--- src/rtl/score_neighbor_fetch.sv ---
// score_neighbor_fetch: issues the diag/up/left score-RAM reads for one
// Needleman-Wunsch cell and presents the three neighbour scores together.
// The optional macro SKIP_BOUNDARY_EN suppresses reads of row-0/column-0
// neighbours and substitutes their linear-gap boundary value instead.
module score_neighbor_fetch #(
    parameter int unsigned N       = 128,
    parameter int unsigned M       = 128,
    parameter int unsigned SCORE_W = 16,
    parameter int unsigned RD_LAT  = 1,
    parameter int unsigned GAP     = 2,
    parameter int unsigned IDX_W   = $clog2((N + 1 > M + 1) ? N + 1 : M + 1),
    parameter int unsigned ADDR_W  = $clog2((N + 1) * (M + 1))
) (
    input  logic               clk,
    input  logic               rst,
    input  logic               start_valid,
    output logic               start_ready,
    input  logic [IDX_W-1:0]   i,
    input  logic [IDX_W-1:0]   j,
    output logic               ram_rd_en,
    output logic [ADDR_W-1:0]  ram_addr,
    input  logic [SCORE_W-1:0] ram_rd_data,
    output logic               out_valid,
    input  logic               out_ready,
    output logic [SCORE_W-1:0] diag_score,
    output logic [SCORE_W-1:0] up_score,
    output logic [SCORE_W-1:0] left_score,
    output logic [IDX_W-1:0]   out_i,
    output logic [IDX_W-1:0]   out_j,
    output logic               err_range
);

    localparam logic [ADDR_W-1:0]  RowStride = ADDR_W'(M + 1);
    localparam logic [IDX_W-1:0]   NIdx      = IDX_W'(N);
    localparam logic [IDX_W-1:0]   MIdx      = IDX_W'(M);
    localparam logic [SCORE_W-1:0] GapW      = SCORE_W'(GAP);

    typedef enum logic [1:0] {StIdle, StIssue, StWait, StHold} state_e;

    state_e              state_q;
    logic [1:0]          slot_q;
    logic [IDX_W-1:0]    i_q, j_q;
    logic [ADDR_W-1:0]   base_q, last_addr_q;
    logic                err_q, out_valid_q;
    logic [SCORE_W-1:0]  diag_q, up_q, left_q;

    // Tag pipeline: one entry per read slot, aligned with the returning RAM data
    logic [RD_LAT-1:0]       tag_vld_q, tag_skip_q;
    logic [RD_LAT-1:0][1:0]  tag_id_q;

    logic                cap_vld, cap_skip;
    logic [1:0]          cap_id;
    logic                issue, skip_cur;
    logic                skip_diag, skip_up, skip_left;
    logic [ADDR_W-1:0]   addr_calc;
    logic [SCORE_W-1:0]  bnd_diag, bnd_up, bnd_left;

`ifdef SKIP_BOUNDARY_EN
    assign skip_diag = (i_q == '0) || (j_q == '0);
    assign skip_up   = (i_q == '0);
    assign skip_left = (j_q == '0);
`else
    assign skip_diag = 1'b0;
    assign skip_up   = 1'b0;
    assign skip_left = 1'b0;
`endif

    // Boundary scores of a linear-gap matrix: cell (r,0) or (0,c) is -(r+c)*GAP
    assign bnd_diag = (i_q == '0) ? -(SCORE_W'(j_q) * GapW) : -(SCORE_W'(i_q) * GapW);
    assign bnd_up   = -((SCORE_W'(j_q) + SCORE_W'(1)) * GapW);
    assign bnd_left = -((SCORE_W'(i_q) + SCORE_W'(1)) * GapW);

    assign issue    = (state_q == StIssue);
    assign cap_vld  = tag_vld_q[RD_LAT-1];
    assign cap_id   = tag_id_q[RD_LAT-1];
    assign cap_skip = tag_skip_q[RD_LAT-1];

    // Slot address from the registered row base; no multiplier in this path
    always_comb begin
        addr_calc = base_q + ADDR_W'(j_q);
        skip_cur  = skip_diag;
        case (slot_q)
            2'd1: begin
                addr_calc = base_q + ADDR_W'(j_q) + ADDR_W'(1);
                skip_cur  = skip_up;
            end
            2'd2: begin
                addr_calc = base_q + RowStride + ADDR_W'(j_q);
                skip_cur  = skip_left;
            end
            default: ;
        endcase
    end

    assign ram_rd_en = issue && !skip_cur;
    assign ram_addr  = ram_rd_en ? addr_calc : last_addr_q;

    // Request FSM: accept, three issue slots, wait for last return, hold result
    always_ff @(posedge clk) begin
        if (rst) begin
            state_q     <= StIdle;
            slot_q      <= '0;
            i_q         <= '0;
            j_q         <= '0;
            base_q      <= '0;
            last_addr_q <= '0;
            err_q       <= 1'b0;
            out_valid_q <= 1'b0;
        end else begin
            err_q <= 1'b0;
            if (ram_rd_en) begin
                last_addr_q <= ram_addr;
            end
            case (state_q)
                StIdle: begin
                    if (start_valid) begin
                        i_q    <= i;
                        j_q    <= j;
                        base_q <= ADDR_W'(i) * RowStride;
                        if (i >= NIdx || j >= MIdx) begin
                            err_q <= 1'b1;
                        end else begin
                            state_q <= StIssue;
                            slot_q  <= '0;
                        end
                    end
                end
                StIssue: begin
                    if (slot_q == 2'd2) begin
                        state_q <= StWait;
                        slot_q  <= '0;
                    end else begin
                        slot_q <= slot_q + 2'd1;
                    end
                end
                StWait: begin
                    if (cap_vld && cap_id == 2'd2) begin
                        state_q     <= StHold;
                        out_valid_q <= 1'b1;
                    end
                end
                StHold: begin
                    if (out_ready) begin
                        out_valid_q <= 1'b0;
                        state_q     <= StIdle;
                    end
                end
                default: state_q <= StIdle;
            endcase
        end
    end

    // Shift slot tags alongside the RAM latency and capture each returning score
    always_ff @(posedge clk) begin
        if (rst) begin
            tag_vld_q  <= '0;
            tag_skip_q <= '0;
            tag_id_q   <= '0;
            diag_q     <= '0;
            up_q       <= '0;
            left_q     <= '0;
        end else begin
            tag_vld_q[0]  <= issue;
            tag_skip_q[0] <= skip_cur;
            tag_id_q[0]   <= slot_q;
            for (int unsigned k = 1; k < RD_LAT; k++) begin
                tag_vld_q[k]  <= tag_vld_q[k-1];
                tag_skip_q[k] <= tag_skip_q[k-1];
                tag_id_q[k]   <= tag_id_q[k-1];
            end
            if (cap_vld) begin
                case (cap_id)
                    2'd0:    diag_q <= cap_skip ? bnd_diag : ram_rd_data;
                    2'd1:    up_q   <= cap_skip ? bnd_up   : ram_rd_data;
                    default: left_q <= cap_skip ? bnd_left : ram_rd_data;
                endcase
            end
        end
    end

    assign start_ready = (state_q == StIdle);
    assign out_valid   = out_valid_q;
    assign err_range   = err_q;
    assign diag_score  = diag_q;
    assign up_score    = up_q;
    assign left_score  = left_q;
    assign out_i       = i_q;
    assign out_j       = j_q;

endmodule
--- config.mk ---
export PLATFORM = sky130hd
export DESIGN_NAME = score_neighbor_fetch
export DESIGN_NICKNAME = d
export VERILOG_FILES = /design/src/rtl/score_neighbor_fetch.sv
export SDC_FILE = /design/constraint.sdc
export NUM_CORES = 1
export LEC_CHECK = 0
export CAP_MARGIN = 20
export CORE_MARGIN = 8
export CORE_UTILIZATION = 45
export DETAILED_ROUTE_END_ITERATION = 8
export GPL_TIMING_DRIVEN = 0
export PLACE_DENSITY = 0.82
export SYNTH_ARGS = -nofsm -noshare
export SYNTH_HDL_FRONTEND = slang
export SYNTH_SLANG_ARGS = --single-unit
--- constraint.sdc ---
create_clock -name clk -period 9.8 [get_ports clk]
set_clock_uncertainty 0.2 [all_clocks]
set_input_delay 1.96 -clock clk [delete_from_list [all_inputs] [get_ports clk]]
set_output_delay 1.96 -clock clk [all_outputs]
set_load 0.05 [all_outputs]
==> impl_metrics.env <==
export IMPL_synth_edf_count=0
export IMPL_cts_max_path_buffers=2
export IMPL_synthTopCellsByArea="dfxtp_1, nand2_1, a21oi_1"
export IMPL_holdPathStages=2
export IMPL_fin_setup_tns_ns=0
export IMPL_num_antenna_cells=0
export IMPL_place_port_buffers=118
export IMPL_ys_warn_count=0
export IMPL_dr_pass1_iters=4
export IMPL_track_usage=0.196
export IMPL_initial_utilization=0.459
export IMPL_drc=0
export IMPL_slew_headroom=0.306
export IMPL_synth_flop_cell="dfxtp_1"
export IMPL_startpoint_type="register"
export IMPL_ir_drop_mv=0.154
export IMPL_cts_hold_buf=0
export IMPL_r2r_end="last_addr_q[14]"
export IMPL_p_per_area_nw_per_um2=226
export IMPL_core_um2=12000
export IMPL_vias=5193
export IMPL_wl_mm=15.9
export IMPL_cts_htree_levels=3
export IMPL_instances_no_fill=988
export IMPL_cts_sinks=96
export IMPL_r2r_slack_ns=6.31
export IMPL_detail_route_antenna_nets=0
export IMPL_rr_worst_depth=11
export IMPL_cp_cell_sequence="ha_1 -> inv_1 -> fa_1 -> nor2b_1 -> o311ai_0 -> a311oi_1 -> o2111ai_1 -> xor2_1 -> o21ai_0 -> o22ai_1 -> nand2_1 -> clkdlybuf4s50_1"
export IMPL_worstMarginPinSlew_ns=1.04
export IMPL_synthCells=707
export IMPL_syn_nets=781
export IMPL_grt_pass1_vias=4965
export IMPL_cts_buffers_inserted=9
export IMPL_critPathSlowestCell="clkdlybuf4s50_1"
export IMPL_worstSetupEndpointType="primary output"
export IMPL_ys_types=73
export IMPL_setup_viol=0
export IMPL_power_mw=1.62
export IMPL_die_area_um2=16000
export IMPL_finalCritPeriodShare=0.660
export IMPL_yosysSeqAreaShare=0.349
export IMPL_critPathTopFamily="compound AO/OA/AOI/OAI gates"
export IMPL_crit_required_ns=7.64
export IMPL_register_area_um2=1920
export IMPL_post_cts_setup_buffers=0
export IMPL_synth_area_leader_cell="dfxtp_1"
export IMPL_grt_max_degree=18
export IMPL_crit_buf_inv=2
export IMPL_synth_seq_cells=96
export IMPL_final_hold_violation_count=0
export IMPL_fin_util=0.597
export IMPL_r2r_start="out_i[1]"
export IMPL_crit_end="ram_addr[14]"
export IMPL_max_stage_delay_ns=0.81
export IMPL_status="complete, no violations"
export IMPL_fmax_mhz=155
export IMPL_dp_hpwl_mm=12.4
export IMPL_drv_cap=0
export IMPL_critPathArrivalTime_ns=4.31
export IMPL_overflow=0
export IMPL_crit_cells=12
export IMPL_cts_resized=0
export IMPL_drtIter0Drc=293
export IMPL_final_cell_area_um2=7170
export IMPL_syn_area_um2=5510
export IMPL_hold_class="register to register"
export IMPL_synthMostInstantiatedCell="nand2_1"
export IMPL_path_max_fanout=5
export IMPL_wire_per_inst_um=16.1
export IMPL_synthToLayoutAreaGrowth_pct=30.0
export IMPL_die_y_um=127
export IMPL_yosysTopAreaCellShare=0.349
export IMPL_cts_root_buf="clkbuf_16"
export IMPL_layout_drive_gt1_share=0.0642
export IMPL_finalCriticalPeriod_ns=6.47
export IMPL_rsz0062_at_grt="false"
export IMPL_die_w_um=127
export IMPL_rows=40
export IMPL_clock_latency_ns=0.36
export IMPL_gp_congestion=0.899
export IMPL_ios=119
export IMPL_cts_tree="yes"
export IMPL_maxSlewViolCount=0
export IMPL_crit_start="out_i[1]"
export IMPL_syn_area_per_cell_um2=7.80
export IMPL_nets=910
export IMPL_path_clk_slew_ns=0.07
export IMPL_grt_first_pass_wirelength_mm=25.2
export IMPL_dpl_cell_count=972
export IMPL_leakage_nw=2.66
export IMPL_viasPerCell=5.26
export IMPL_antenna_found_initial=0
export IMPL_synth_commonest_cells="nand2_1, a21oi_1, dfxtp_1, nor2_1, inv_1"
export IMPL_path_class="register to primary output"
export IMPL_dpl_cell_area_um2=6880
export IMPL_fillers=1058
export IMPL_async_flop_share=0
export IMPL_multi_input_area_um2=3210
per-stage QoR:
step                      worst slack (ns)  hold slack [ns]
after floorplan                       4.09            0.267
after global placement                3.78            0.241
after detailed placement              3.70            0.246
after CTS                             3.32            0.255
after global routing                  3.04            0.270
final                                 3.33            0.255
power breakdown:
part | switching (mW) | internal (mW) | total, mW
clock network | 0.163 | 0.182 | 0.345
registers | 0.0371 | 0.443 | 0.480
logic | 0.521 | 0.277 | 0.797
worst reg2reg max path, cell delays in order (launching register included):
cell	delay, ns
dfxtp_1	0.48
ha_1	0.22
inv_1	0.08
fa_1	0.48
nor2b_1	0.06
o311ai_0	0.68
a311oi_1	0.33
o2111ai_1	0.33
xor2_1	0.16
o21ai_0	0.10
o22ai_1	0.18
a21oi_1	0.09
flip-flops by register name, summed over array words and instances, names as in the netlist:
name         cells
state_q          2
out_valid        1
err_range        1
slot_q           2
base_q           8
last_addr_q     15
left_score      16
cap_vld          1
diag_score      16
out_j            8
out_i            8
up_score        16
cap_id           2
layout by cell type (no fill, tap or decap), drive strengths merged, types with 3 or more instances in the layout:
master and count:
a21oi 98, dfxtp 96, and2 15, nand3 13, or2 3, fa 8, and4 3, nor3 10
nor2 45, nand4 4, o2111ai 3, clkdlybuf4s50 118, clkbuf 43, xor2 12, buf 12, a211oi 10
and3 7, ha 30, xnor2 12, a31oi 8, inv 36, nor2b 7, o21ai 15, a21o 3
o22ai 4, nand2 169, mux2i 7, nand2b 5, clkinv 4
worst min path at each step:
stage	to	start	slack [ns]
2_1_floorplan	out_i[0]	out_i[0]	0.27
3_3_place_gp	left_score[12]	left_score[12]	0.24
3_5_place_dp	up_score[0]	up_score[0]	0.25
4_1_cts	up_score[0]	up_score[0]	0.25
5_1_grt	up_score[0]	up_score[0]	0.27
6_report	left_score[14]	left_score[14]	0.26
per-layer routing:
layer  part of all wire  global-route usage
met1               0.44               0.233
met2               0.47               0.321
met3              0.075              0.0649
met4              0.019              0.0763
met5                  0                   0
logic make-up after synthesis:
family / count (synthesis) / synth area share
AO/OA/AOI/OAI: 166 / 0.180
XOR/XNOR: 24 / 0.0429
adder cells (fa/ha/maj): 38 / 0.0971
buffers and inverters: 80 / 0.0685
flip-flops: 96 / 0.349
multiplexers: 8 / 0.0148
AND/OR/NAND/NOR: 295 / 0.248
layout make-up:
cell class | instances | share of cell area
plain buffers | 45 | 0.0344
clock buffers | 10 | 0.0333
clock inverters | 6 | 0.00698
inverters | 35 | 0.0183
multi-input cells | 531 | 0.448
flip-flops and latches | 96 | 0.268
well taps | 147 | 0.0257
repair buffers | 118 | 0.165
(Power assumes the default switching activity.)
